--- src/rtl/axis_pattern_gen.sv ---
// AXI4-Stream RGB test-pattern source. Generates full frames in raster order,
// marks the last pixel with tlast, and only changes pattern/enable on frame
// boundaries so a frame is never torn.
module axis_pattern_gen #(
   parameter int unsigned H_ACTIVE = 640,
   parameter int unsigned V_ACTIVE = 480
) (
   input  logic        clk,
   input  logic        rst,
   input  logic        enable,
   input  logic [1:0]  pattern_sel,
   output logic        axis_tvalid,
   input  logic        axis_tready,
   output logic [31:0] axis_tdata,
   output logic        axis_tlast,
   output logic [7:0]  frame_cnt
);

   localparam logic [10:0] XLast = 11'(H_ACTIVE - 1);
   localparam logic [10:0] YLast = 11'(V_ACTIVE - 1);
   localparam int unsigned BarW  = H_ACTIVE / 8;

   typedef enum logic [0:0] {StIdle, StRun} state_e;

   state_e      state_q, state_d;
   logic [10:0] x_q, x_d;
   logic [10:0] y_q, y_d;
   logic [1:0]  pat_q, pat_d;
   logic [7:0]  fcnt_q, fcnt_d;
   logic        tvalid_q, tvalid_d;
   logic        tlast_q, tlast_d;
   logic [23:0] rgb_q, rgb_d;

   // RGB value of pixel (px, py) for a given pattern and frame count.
   function automatic logic [23:0] pixel_f(input logic [10:0] px, input logic [10:0] py,
                                           input logic [1:0] pp, input logic [7:0] fc);
      logic [10:0] bar;
      logic [2:0]  bar_idx;
      logic [23:0] rgb;
      bar     = px / 11'(BarW);
      // Remainder pixels past the eighth bar stay in the last (black) bar.
      bar_idx = (bar > 11'd7) ? 3'd7 : bar[2:0];
      rgb     = '0;
      case (pp)
         2'd0: begin
            unique case (bar_idx)
               3'd0:    rgb = 24'hFFFFFF;
               3'd1:    rgb = 24'hFFFF00;
               3'd2:    rgb = 24'h00FFFF;
               3'd3:    rgb = 24'h00FF00;
               3'd4:    rgb = 24'hFF00FF;
               3'd5:    rgb = 24'hFF0000;
               3'd6:    rgb = 24'h0000FF;
               default: rgb = 24'h000000;
            endcase
         end
         2'd1:    rgb = {px[7:0], px[7:0], px[7:0]};
         2'd2:    rgb = (px[5] ^ py[5]) ? 24'hFFFFFF : 24'h000000;
         default: rgb = {px[7:0] + fc, py[7:0], fc};
      endcase
      return rgb;
   endfunction

   // Next-state logic: raster counters, frame-boundary sampling, registered pixel.
   always_comb begin
      state_d  = state_q;
      x_d      = x_q;
      y_d      = y_q;
      pat_d    = pat_q;
      fcnt_d   = fcnt_q;
      tvalid_d = tvalid_q;
      tlast_d  = tlast_q;
      rgb_d    = rgb_q;
      case (state_q)
         StIdle: begin
            x_d      = '0;
            y_d      = '0;
            tvalid_d = 1'b0;
            tlast_d  = 1'b0;
            rgb_d    = '0;
            if (enable) begin
               state_d  = StRun;
               pat_d    = pattern_sel;
               tvalid_d = 1'b1;
               // H_ACTIVE >= 8, so pixel (0,0) is never the last one.
               rgb_d    = pixel_f(11'd0, 11'd0, pattern_sel, fcnt_q);
            end
         end
         StRun: begin
            // tvalid is always high in StRun, so tready alone marks a transfer.
            if (axis_tready) begin
               if (x_q == XLast) begin
                  x_d = '0;
                  if (y_q == YLast) begin
                     y_d    = '0;
                     fcnt_d = fcnt_q + 8'd1;
                     pat_d  = pattern_sel;
                     if (!enable) begin
                        state_d = StIdle;
                     end
                  end else begin
                     y_d = y_q + 11'd1;
                  end
               end else begin
                  x_d = x_q + 11'd1;
               end
               tvalid_d = (state_d == StRun);
               rgb_d    = tvalid_d ? pixel_f(x_d, y_d, pat_d, fcnt_d) : 24'h000000;
               tlast_d  = tvalid_d && (x_d == XLast) && (y_d == YLast);
            end
         end
         default: state_d = StIdle;
      endcase
   end

   // State and output registers with asynchronous reset.
   always_ff @(posedge clk or posedge rst) begin
      if (rst) begin
         state_q  <= StIdle;
         x_q      <= '0;
         y_q      <= '0;
         pat_q    <= '0;
         fcnt_q   <= '0;
         tvalid_q <= 1'b0;
         tlast_q  <= 1'b0;
         rgb_q    <= '0;
      end else begin
         state_q  <= state_d;
         x_q      <= x_d;
         y_q      <= y_d;
         pat_q    <= pat_d;
         fcnt_q   <= fcnt_d;
         tvalid_q <= tvalid_d;
         tlast_q  <= tlast_d;
         rgb_q    <= rgb_d;
      end
   end

   assign axis_tvalid = tvalid_q;
   assign axis_tdata  = {8'h00, rgb_q};
   assign axis_tlast  = tlast_q;
   assign frame_cnt   = fcnt_q;

endmodule
--- config.mk ---
export PLATFORM = sky130hd
export DESIGN_NAME = axis_pattern_gen
export DESIGN_NICKNAME = d
export VERILOG_FILES = /design/src/rtl/axis_pattern_gen.sv
export SDC_FILE = /design/constraint.sdc
export NUM_CORES = 1
export LEC_CHECK = 0
export CELL_PAD_IN_SITES_DETAIL_PLACEMENT = 0
export CELL_PAD_IN_SITES_GLOBAL_PLACEMENT = 1
export CORE_ASPECT_RATIO = 0.9
export CORE_MARGIN = 5
export CORE_UTILIZATION = 45
export CTS_BUF_LIST = sky130_fd_sc_hd__clkbuf_8
export CTS_CLUSTER_DIAMETER = 150
export DETAILED_ROUTE_END_ITERATION = 10
export GPL_ROUTABILITY_DRIVEN = 0
export PLACE_DENSITY_LB_ADDON = 0.12
export SETUP_SLACK_MARGIN = 0.15
export SLEW_MARGIN = 10
export SYNTH_ARGS = -nofsm -noshare
export SYNTH_HDL_FRONTEND = slang
export SYNTH_SLANG_ARGS = --single-unit
--- constraint.sdc ---
create_clock -name clk -period 4.89 [get_ports clk]
set_input_delay 0.489 -clock clk [delete_from_list [all_inputs] [get_ports clk]]
set_output_delay 0.489 -clock clk [all_outputs]
set_load 0.02 [all_outputs]
* Word level (Yosys, flattened, before mapping)
Index checks and enable logic that the tools add are counted.
** Operators by class
- $add $sub $neg :: 4
- Divide/modulo/power cells :: 1
- Order comparisons :: 1
- Equal/unequal tests :: 16
- Mux-type cells :: 42
- Bitwise logic cells :: 2
- Reduce and logical (&&, ||, !) cells :: 8
** Operators by type and width (count)
- $pmux 24 s7 :: 1
- $mux 11 :: 9
- $mux 24 :: 4
- $pmux 24 s2 :: 2
- $pmux 24 s3 :: 1
- $pmux 11 s2 :: 2
- $mux 8 :: 4
- $add 11x1->11 const B :: 2
- $eq 11x10->1 const B :: 2
- $eq 11x9->1 const B :: 2
- $mux 2 :: 6
- $div 11x7->11 const B :: 1
- $gt 11x3->1 const B :: 1
- $eq 3x3->1 const B :: 3
- $add 8x1->8 const B :: 1
- $add 8x8->8 :: 1
- $mux 1 :: 8
- $eq 3x2->1 const B :: 2
- $pmux 1 s2 :: 3
- $eq 2x1->1 const B :: 2
- $eq 2x2->1 const B :: 2
- $logic_not 2->1 :: 2
- $ne 2x2->1 const B :: 2
- $pmux 2 s2 :: 1
- other kinds (8) :: 10
** Word-level totals
- Flip-flop bits (word level) :: 59
- Output and inout port bits :: 42
- Logic and storage cells :: 82

* Depth between registers and ports, before layout
Gate-level depths: netlist (run 1).
- Depth in word-level cells :: 13
- Depth in mapped cells :: 17
- Mapped depth without buffers :: 16

* Least setup slack after synthesis (run 1)
OpenSTA, ideal clock, no wires.
- Kind :: reg-to-reg
- Start :: register x_q[1]
- End :: register rgb_q[23]
- Arrival :: 3471 ps
- Setup slack :: 1341 ps
- Stages on the path, launching flop included :: 18
- Path buffers :: 1
- Period minus slack after synthesis :: 3549 ps
- Path through :: dfrtp_1 ha_1 and3_1 buf_4 and3_1 nand2_1 mux2i_1 inv_1 ha_1 a21o_1 a21oi_1 o21bai_1 a21oi_1 o21bai_1 a21oi_1 xnor2_1 o221ai_1 a21oi_1
** On the way
- Word-level cells in the longest chain between the ends :: 13
- Elaborated cells between the ends (all ways) :: 38
- Classes of those cells :: add/sub (2); div (1); order compare (1); eq/ne (9); mux (22); bitwise (1); reduce/logical (2)
** Ends and longest elaborated chain
- start, declared :: RTL line 26 : logic [10:0] x_q, x_d;
- start signal, assigned :: RTL line 120 : x_q <= '0;
- start signal, assigned :: RTL line 129 : x_q <= x_d;
- $add 11x1->11 or $eq 11x10->1 (tied branches) :: RTL line 105, 92
- $mux 11 :: RTL line 92 : if (x_q == XLast) begin
- $mux 11 :: RTL line 91 : if (axis_tready) begin
- $mux 11 :: RTL line 74 : case (state_q)
- $div 11x7->11 :: RTL line 40 : bar = px / 11'(BarW);
- $gt 11x3->1 :: RTL line 42 : bar_idx = (bar > 11'd7) ? 3'd7 : bar[2:0];
- $mux 3 :: RTL line 42
- $eq 3x3->1 (tied with other cells) :: RTL line 46 : unique case (bar_idx)
- $pmux 24 s7 :: RTL line 46
- $pmux 24 s3 :: RTL line 44 : case (pp)
- $mux 24 * :: RTL line 108 : rgb_d = tvalid_d ? pixel_f(x_d, y_d, pat_d, fcnt_d) : 24'h000000;
- $mux 24 * :: RTL line 91
- $pmux 24 s2 * :: RTL line 74
- end signal, assigned :: RTL line 135 : rgb_q <= rgb_d;
- end, declared :: RTL line 32 : logic [23:0] rgb_q, rgb_d;
Mark *: on every way between the ends. The rest lies on a longest branch, timed or not. The select of a mux whose other input is x is not followed.
A chain may end at the register's enable or synchronous reset.

* Worst setup path in the final report (run 1)
- Start :: register x_q[0]
- End :: register rgb_q[23]
Same word-level chain as after synthesis.

==> results.py, run 1 <==
metrics = {
    "power": {
        "intPower_mw": 1.21,
        "leakagePower_nw": 2.25,
        "ir_drop_v": 0.000231,
        "seqPwrFrac": 0.351,
        "power_frac_clock": 0.278,
        "power_density_mw_per_mm2": 334,
        "power_mw": 1.94,
        "p_switching_mw": 0.729,
        "p_sw_frac": 0.376,
        "share_comb_of_total_power": 0.371,
    },
    "worst_setup_path": {
        "required_ns": 5.16,
        "worst_ep_arrival_time_ns": 4.57,
        "cp-start-kind": "register",
        "crit_path_end_kind": "register",
        "critical_path.max_fanout": 15,
        "worst-setup-path-type": "register to register",
    },
    "detailed_routing": {
        "vias": 4938,
        "route.detailed.wl_per_inst_um": 19.9,
        "route.detailed.drc": 0,
        "drt_iter0_drc": 430,
        "ant_nets": 0,
        "first_pass_iters": 5,
        "routed_wl_um": 15800,
        "via_per_inst": 6.21,
    },
    "logic_synthesis": {
        "synthAdderAreaFrac": 0.0330,
        "synth_xor_area_frac": 0.0797,
        "yosys-top-cells-count": "nor2_1, dfrtp_1, a21oi_1, nand2_1, xnor2_1",
        "synthSimpleGateAreaFrac": 0.218,
        "synth_warnings": 0,
        "synth_ff_type": "dfrtp_1",
        "ys_seq_area_frac": 0.287,
        "netlist_area_mm2": 0.00515,
        "syn-instance-count": 617,
        "synth_top_family_by_area": "compound AO/OA/AOI/OAI gates",
        "yosysUniqueCellTypes": 86,
        "synthTopCellsByArea": "dfrtp_1, xnor2_1, a21oi_1",
        "synth-edff-count": 0,
        "synth_top_area_frac": 0.287,
        "synth_seq_cells": 59,
        "async_reset_ff_frac": 1.00,
        "synthMuxAreaShare": 0.0294,
        "syn_area_per_cell_um2": 8.35,
        "synth_most_common_cell": "nor2_1",
        "yosysTopAreaCell": "dfrtp_1",
        "synth_compound_area_frac": 0.275,
    },
    "grt": {
        "antenna_found_initial": 0,
        "grt_pass1_vias": 4500,
        "grt_max_degree": 60,
        "grt_use_total": 0.233,
        "overflow": 0,
        "grt_pass1_wl_um": 25200,
    },
    "sta": {
        "setup_violations": 0,
        "fin_skew_ns": 0.0130,
        "hold_violations": 0,
        "hold_ws_ns": 0.485,
        "fin_ws_ns": 0.590,
        "setup-tns-final_ns": 0,
        "finalCritPeriodShare": 0.879,
        "slew_violations": 0,
        "tightestPinTransition_ns": 0.781,
        "slew_headroom": 0.479,
        "layout_min_cycle_time_ns": 4.30,
        "fmaxAchievable_mhz": 233,
        "rsz0062_at_grt": "no",
    },
    "floorplan": {
        "die_area_mm2": 0.0137,
        "die_width_um": 123,
        "row_count": 37,
        "initial_core_util": 0.454,
        "ios": 48,
        "core-area_mm2": 0.0113,
        "die_h_um": 111,
    },
    "placed_design": {
        "dp_hpwl_um": 11300,
        "io_buffers": 39,
        "post-place-ws_ns": 0.688,
    },
    "layout": {
        "drive_above_1_share": 0.103,
        "area_delta_synth_final_pct": 12.5,
        "num_antenna_cells": 0,
        "fin_nets": 653,
    },
    "cts": {
        "cts_buffer_depth": 2,
        "cts_root_buf": "clkbuf_8",
        "post_cts_buffers": 0,
        "insertion_delay_ns": 0.35,
        "cts_tree": "built",
        "numCtsBuffers": 9,
        "htreeDepth": 3,
        "cts_resized": 0,
        "clk_pin_slew_ns": 0.07,
        "cts_hold_buf": 0,
        "cts_sinks": 59,
    },
    "worst_hold_path": {
        "hold_path_class": "register to register",
    },
    "flow_run": {
        "maxCapViolations": 0,
    },
    "status": {
        "status": "finished, final reports clean",
    },
}
[routing by layer]
metal,up-vias,part of all wire,global-route usage
met5,-,0,0
met4,0,0.024,0.0664
met3,30,0.080,0.0467
met2,212,0.45,0.345
met1,2404,0.45,0.342
li1,2292,-,-
[cell type report]
cell class / count / area [µm²]
inverter: 22 / 82.6
clock inverter: 4 / 72.6
sequential: 59 / 1480
multi-input combinational: 489 / 3300
fill: 1086 / 5550
timing repair buffer: 53 / 495
clock buffer: 12 / 165
tap: 156 / 195
[cell usage in the layout, fill, tap and decap left out, types with 17 or more instances in the layout]
| master | n |
|---|---|
| dfrtp_1 | 59 |
| xnor2_1 | 30 |
| nand3_1 | 18 |
| nor2_1 | 61 |
| inv_1 | 20 |
| nand2_1 | 37 |
| a21oi_1 | 46 |
| o22ai_1 | 17 |
| clkdlybuf4s50_1 | 39 |
| o21ai_0 | 19 |
[final timing paths]
kind | cells past startpoint | slack (ns) | startpoint | end
setup reg to reg | 17 | 0.59 | x_q[0] | rgb_q[23]
setup / recovery | 17 | 0.59 | x_q[0] | rgb_q[23]
hold reg to reg | 2 | 0.48 | axis_tlast | axis_tlast
min in group asynchronous | 3 | 0.69 | rst | axis_tvalid
max in group asynchronous | 3 | 3.68 | rst | x_q[4]
hold / removal | 2 | 0.48 | axis_tlast | axis_tlast
[flip-flops by register name (all words and copies together), names as in the netlist]
register / count
y_q: 11
rgb_q: 24
frame_cnt: 8
axis_tlast: 1
x_q: 11
pat_q: 2
state_q: 1
axis_tvalid: 1
[cells by family (layout without fill, tap and decap cells)]
logic type               Yosys count  in the layout
buffers and inverters             76             91
other                              1              8
adder cells (fa/ha/maj)           13             13
XOR/XNOR                          46             46
AND/OR/NAND/NOR                  211            211
flip-flops                        59             59
multiplexers                      13             13
AO/OA/AOI/OAI                    198            198
[through the flow]
stage | area [µm²] | cells | utilization
floorplan | 5180 | 624 | -
global placement | 5550 | 779 | 0.490
detailed placement | 5550 | 779 | 0.490
CTS | 5790 | 795 | 0.511
global route | 5790 | 795 | 0.511
finish | 5790 | 795 | 0.511
[critical path, stage by stage, from the launching register on]
cell	delay (ns)
dfrtp_1	0.54
ha_1	0.55
and3_1	0.22
buf_4	0.16
and3_1	0.20
nand2_1	0.24
mux2i_1	0.42
inv_1	0.09
ha_1	0.30
a21o_1	0.19
a21oi_1	0.22
o21bai_1	0.10
a21oi_1	0.24
o21bai_1	0.09
a21oi_1	0.18
xnor2_1	0.14
o221ai_1	0.14
a21oi_1	0.18
[power groups by stage]
stage / sequential (mW) / clock (mW) / combinational (mW)
2_1_floorplan: 0.699 / 0 / 0.477
3_3_place_gp: 0.682 / 0 / 0.710
3_5_place_dp: 0.686 / 0 / 0.712
4_1_cts: 0.678 / 0.560 / 0.716
5_1_grt: 0.694 / 0.575 / 0.781
6_report: 0.680 / 0.539 / 0.718
Note: power is estimated with default switching activity, not from simulation.
==> inputs of run 2 (changes only) <==
--- a/config.mk
+++ b/config.mk
@@ -13,8 +13,8 @@
 export CTS_BUF_LIST = sky130_fd_sc_hd__clkbuf_8
 export CTS_CLUSTER_DIAMETER = 150
 export DETAILED_ROUTE_END_ITERATION = 10
-export GPL_ROUTABILITY_DRIVEN = 0
 export PLACE_DENSITY_LB_ADDON = 0.12
+export RECOVER_POWER = 100
 export SETUP_SLACK_MARGIN = 0.15
 export SLEW_MARGIN = 10
 export SYNTH_ARGS = -nofsm -noshare
==> run 2 against run 1 <==
The flow now finishes with violations (max-capacitance violations, max-slew violations). Clock power is 5.6% lower. Critical endpoint is now rgb_q[22]. Routed wire length down 2.5%. Sequential power decreased by 0.9%. Utilization shrank 0.20 points. Setup slack worse by 0.036 ns. Combinational power decreased by 2.9%. Hold slack worse by 0.0036 ns. Sequential cell count unchanged. Cell count rose by 0.13%. Clock-buffer cell count down 1. First-iteration DRC count increased by 4.2%. Critical path depth shrank 4.
==> results.py, run 2 (synthesis results as in run 1) <==
metrics = {
    "status": {
        "status": "finished with violations",
        "violations": "max-capacitance violations, max-slew violations",
    },
    "floorplan": {
        "row_count": 37,
        "ios": 48,
        "die_width_um": 123,
        "die_area_mm2": 0.0137,
        "die_h_um": 111,
        "core-area_mm2": 0.0113,
        "initial_core_util": 0.454,
    },
    "layout": {
        "top_register": "rgb_q",
        "final_util": 0.509,
        "largest_reg_flops": 24,
        "drive_above_1_share": 0.0953,
        "fillers": 1110,
        "layout_commonest_cell": "nor2_1",
        "final_area_mm2": 0.00577,
        "reg.largest.list": "rgb_q (24), x_q (11), y_q (11)",
        "final_cell_mix": "nor2_1, dfrtp_1, a21oi_1",
        "num_antenna_cells": 0,
        "area_delta_synth_final_pct": 12.0,
        "fin_cells": 796,
        "fin_nets": 655,
    },
    "grt": {
        "grt_max_degree": 60,
        "grt_use_total": 0.228,
        "antenna_found_initial": 0,
        "grt_pass1_vias": 4489,
        "grt_pass1_wl_um": 24700,
        "overflow": 0,
    },
    "worst_hold_path": {
        "hold_path_class": "register to register",
        "min_from": "axis_tlast",
        "min_path_cells": 2,
        "min_to": "axis_tlast",
    },
    "worst_setup_path": {
        "worst_ep_arrival_time_ns": 4.61,
        "startpoint": "x_q[0]",
        "r2r_start": "x_q[0]",
        "critical_path.max_fanout": 15,
        "regToRegEndpoint": "rgb_q[22]",
        "worst-setup-path-type": "register to register",
        "rr_worst_depth": 13,
        "cp-start-kind": "register",
        "rrSetupSlack_ns": 0.55,
        "crit_path_end_kind": "register",
        "required_ns": 5.16,
    },
    "flow_run": {
        "maxCapViolations": 1,
    },
    "cts": {
        "insertion_delay_ns": 0.34,
        "cts_hold_buf": 0,
        "post_cts_buffers": 0,
        "cts_buffer_depth": 2,
        "htreeDepth": 3,
        "cts_resized": 0,
        "cts_root_buf": "clkbuf_8",
        "cts_tree": "built",
        "cts_sinks": 59,
        "numCtsBuffers": 9,
        "clk_pin_slew_ns": 0.07,
    },
    "sta": {
        "hold_ws_ns": 0.481,
        "tightestPinTransition_ns": 3.23,
        "slew_headroom": -1.16,
        "rsz0062_at_grt": "no",
        "hold_violations": 0,
        "fin_skew_ns": 0.0159,
        "setup-tns-final_ns": 0,
        "slew_violations": 60,
        "fmaxAchievable_mhz": 231,
        "finalCritPeriodShare": 0.887,
        "fin_ws_ns": 0.554,
        "layout_min_cycle_time_ns": 4.34,
        "setup_violations": 0,
    },
    "detailed_routing": {
        "route.detailed.wl_per_inst_um": 19.3,
        "routed_wl_um": 15400,
        "via_per_inst": 6.04,
        "first_pass_iters": 5,
        "ant_nets": 0,
        "vias": 4810,
        "drt_iter0_drc": 448,
        "route.detailed.drc": 0,
    },
    "power": {
        "leakagePower_nw": 2.26,
        "power_density_mw_per_mm2": 326,
        "power_mw": 1.88,
        "ir_drop_v": 0.000169,
    },
    "placed_design": {
        "dp_hpwl_um": 11100,
        "dpl.cell_count": 781,
        "place_area_mm2": 0.00557,
        "post-place-ws_ns": 0.819,
        "globalplace.congestion": 0.887,
        "io_buffers": 39,
    },
}
[run 2: changes by cell type in the layout (fill, tap and decap cells not counted), moves of 4 or more]
cell | previous run | this run
dlygate4sd3_1 | 0 | 35
and2_1 | 10 | 6
and2_0 | 1 | 5
clkdlybuf4s50_1 | 39 | 4
[run 2: worst max-delay path by stage]
stage | endpoint | slack, ns | cells past startpoint
2_1_floorplan | rgb_q[23] | 1.34 | 17
4_1_cts | rgb_q[23] | 0.78 | 18
3_3_place_gp | rgb_q[23] | 0.91 | 18
5_1_grt | rgb_q[16] | 0.28 | 13
6_report | rgb_q[22] | 0.55 | 13
3_5_place_dp | rgb_q[23] | 0.82 | 18
[run 2: routing by layer]
| layer | wire, µm | up-vias | GRT usage |
|---|---|---|---|
| li1 | - | 2298 | - |
| met1 | 7420 | 2313 | 0.355 |
| met2 | 6770 | 182 | 0.333 |
| met3 | 1010 | 17 | 0.0345 |
| met4 | 198 | 0 | 0.0433 |
| met5 | 0 | - | 0 |
[run 2: worst max-delay path, stage by stage, from the launching register on]
cell	delay [ns]
dfrtp_1	0.50
ha_1	0.25
buf_4	0.18
and3_1	0.19
buf_4	0.16
and3_1	0.18
clkbuf_1	0.28
a21oi_1	0.94
nor2b_1	0.10
a211oi_1	0.27
o22ai_1	0.19
nor3b_2	0.57
o221a_1	0.32
o22a_1	0.13
[run 2: final cells by class]
class	instances	area, µm²	share of cell area
tap	156	195	0.0338
inverter	22	82.6	0.0143
sequential	59	1480	0.256
multi-input combinational	489	3290	0.570
timing repair buffer	55	503	0.0872
clock inverter	4	73.8	0.0128
clock buffer	11	151	0.0262
[run 2: power breakdown]
group | switching (mW) | internal (mW)
combinational | 0.403 | 0.293
sequential | 0.106 | 0.568
clock | 0.197 | 0.312
total | 0.706 | 1.17
==> inputs of run 3 (changes only) <==
--- a/config.mk
+++ b/config.mk
@@ -13,8 +13,9 @@
 export CTS_BUF_LIST = sky130_fd_sc_hd__clkbuf_8
 export CTS_CLUSTER_DIAMETER = 150
 export DETAILED_ROUTE_END_ITERATION = 10
-export PLACE_DENSITY_LB_ADDON = 0.12
+export PLACE_DENSITY_LB_ADDON = 0.1
 export RECOVER_POWER = 100
+export REMOVE_ABC_BUFFERS = 1
 export SETUP_SLACK_MARGIN = 0.15
 export SLEW_MARGIN = 10
 export SYNTH_ARGS = -nofsm -noshare
==> run 3 against run 2 <==
Clock-buffer cell count is 2 lower. Register-to-register slack hardly changed. Die area stayed put. Routed wire length is 3.1% higher. Combinational power is 0.9% lower. Global-route usage is 0.87 points higher. Utilization is 0.17 points lower. Cell count stayed put. Critical path type unchanged. Critical path depth is 2 lower. The flow still finishes with violations (max-capacitance violations, max-slew violations).
==> results.py, run 3 (synthesis results as in run 1) <==
metrics = {
    "floorplan": {
        "die_area_mm2": 0.0137,
        "initial_core_util": 0.454,
        "row_count": 37,
        "core-area_mm2": 0.0113,
        "die_h_um": 111,
        "die_width_um": 123,
        "ios": 48,
    },
    "power": {
        "ir_drop_v": 0.000286,
        "seqPwrFrac": 0.360,
        "power_density_mw_per_mm2": 325,
        "power_frac_clock": 0.270,
        "p_sw_frac": 0.387,
        "p_switching_mw": 0.724,
        "share_comb_of_total_power": 0.370,
        "leakagePower_nw": 2.24,
        "intPower_mw": 1.14,
    },
    "worst_setup_path": {
        "crit_path_end_kind": "register",
        "rr_worst_depth": 11,
        "cp-start-kind": "register",
        "rrSetupSlack_ns": 0.55,
        "worst-setup-path-type": "register to register",
        "r2r_start": "x_q[0]",
        "regToRegEndpoint": "rgb_q[16]",
        "required_ns": 5.16,
        "worst_ep_arrival_time_ns": 4.61,
        "critical_path.max_fanout": 12,
    },
    "cts": {
        "cts_resized": 0,
        "cts_tree": "built",
        "htreeDepth": 3,
        "clk_pin_slew_ns": 0.08,
        "numCtsBuffers": 9,
        "insertion_delay_ns": 0.35,
        "post_cts_buffers": 0,
        "cts_buffer_depth": 2,
        "cts_hold_buf": 0,
        "cts_root_buf": "clkbuf_8",
        "cts_sinks": 59,
    },
    "sta": {
        "fin_skew_ns": 0.0150,
        "setup-tns-final_ns": 0,
        "slew_headroom": -1.18,
        "slew_violations": 60,
        "fmaxAchievable_mhz": 231,
        "layout_min_cycle_time_ns": 4.34,
        "tightestPinTransition_ns": 3.28,
        "finalCritPeriodShare": 0.887,
        "setup_violations": 0,
        "rsz0062_at_grt": "no",
        "hold_violations": 0,
    },
    "layout": {
        "top_register": "rgb_q",
        "final_cell_mix": "nor2_1, dfrtp_1, a21oi_1",
        "fillers": 1118,
        "reg.largest.list": "rgb_q (24), x_q (11), y_q (11)",
        "fin_nets": 654,
        "layout_commonest_cell": "nor2_1",
        "area_delta_synth_final_pct": 11.7,
        "num_antenna_cells": 0,
        "final_area_mm2": 0.00575,
        "largest_reg_flops": 24,
        "drive_above_1_share": 0.0906,
    },
    "grt": {
        "overflow": 0,
        "grt_max_degree": 60,
        "gr-max-usage-layer": "met1",
        "gr-usage-met2": 0.348,
        "met1_usage": 0.360,
        "use_met3": 0.0350,
        "grt_pass1_wl_um": 25700,
        "grt_pass1_vias": 4644,
        "grt_use_total": 0.236,
        "antenna_found_initial": 0,
    },
    "placed_design": {
        "dp_hpwl_um": 11400,
        "io_buffers": 39,
        "globalplace.congestion": 0.926,
        "place_area_mm2": 0.00556,
    },
    "detailed_routing": {
        "route.detailed.drc": 0,
        "via_per_inst": 6.07,
        "drt_iter0_drc": 524,
        "route.detailed.wl_per_inst_um": 19.9,
        "routed_wl_um": 15900,
        "vias": 4835,
        "ant_nets": 0,
        "first_pass_iters": 5,
    },
    "flow_run": {
        "maxCapViolations": 1,
    },
    "status": {
        "violations": "max-capacitance violations, max-slew violations",
        "status": "finished with violations",
    },
    "worst_hold_path": {
        "min_from": "axis_tlast",
        "hold_path_class": "register to register",
        "min_path_cells": 2,
        "min_to": "axis_tlast",
    },
}
==> run 3: worst max-delay path, cell delays in order, from the launching register on <==
cell and delay, ns:
dfrtp_1 0.51, ha_1 0.27, and3_1 0.31, and3_1 0.24
clkbuf_1 0.30, a21oi_1 0.98, nor2b_1 0.10, a211oi_1 0.29
o22ai_1 0.20, nor3b_2 0.63, o221ai_1 0.22, a21oi_1 0.21
==> run 3: how the worst max path moves through the flow <==
stage               startpoint         to  depth (start not counted)
floorplan               x_q[0]  rgb_q[23]                         16
global placement        x_q[0]  rgb_q[23]                         16
detailed placement      x_q[0]  rgb_q[23]                         16
CTS                     x_q[0]  rgb_q[23]                         16
global route            x_q[0]  rgb_q[20]                         11
finish                  x_q[0]  rgb_q[16]                         11
==> run 3: cell type report <==
type / count / area [µm²] / area share
sequential: 59 / 1480 / 0.257
clock buffer: 9 / 124 / 0.0215
timing repair buffer: 54 / 488 / 0.0849
inverter: 22 / 82.6 / 0.0144
tap: 156 / 195 / 0.0339
clock inverter: 7 / 92.6 / 0.0161
multi-input combinational: 489 / 3290 / 0.572
==> run 3: power groups by stage <==
stage	Clock [mW]	Combinational (mW)	Sequential, mW
after CTS	0.522	0.718	0.673
final	0.505	0.691	0.673
after floorplan	0	0.398	0.731
after global routing	0.537	0.748	0.692
after global placement	0	0.713	0.676
after detailed placement	0	0.714	0.682
==> run 3: stage by stage <==
stage | hold WS [ns] | total power, mW | std cells | setup slack, ns | util
after floorplan | 0.503 | 1.13 | 570 | 0.862 | -
after global placement | 0.458 | 1.39 | 780 | 1.03 | 0.490
after detailed placement | 0.459 | 1.40 | 780 | 0.911 | 0.490
after CTS | 0.483 | 1.91 | 796 | 0.861 | 0.509
after global routing | 0.535 | 1.98 | 796 | 0.331 | 0.507
final | 0.479 | 1.87 | 796 | 0.554 | 0.507
==> run 3: routing by layer <==
metal | up-vias | wire length, µm
li1 | 2300 | -
met1 | 2326 | 7540
met2 | 182 | 7050
met3 | 27 | 978
met4 | 0 | 309
met5 | - | 0
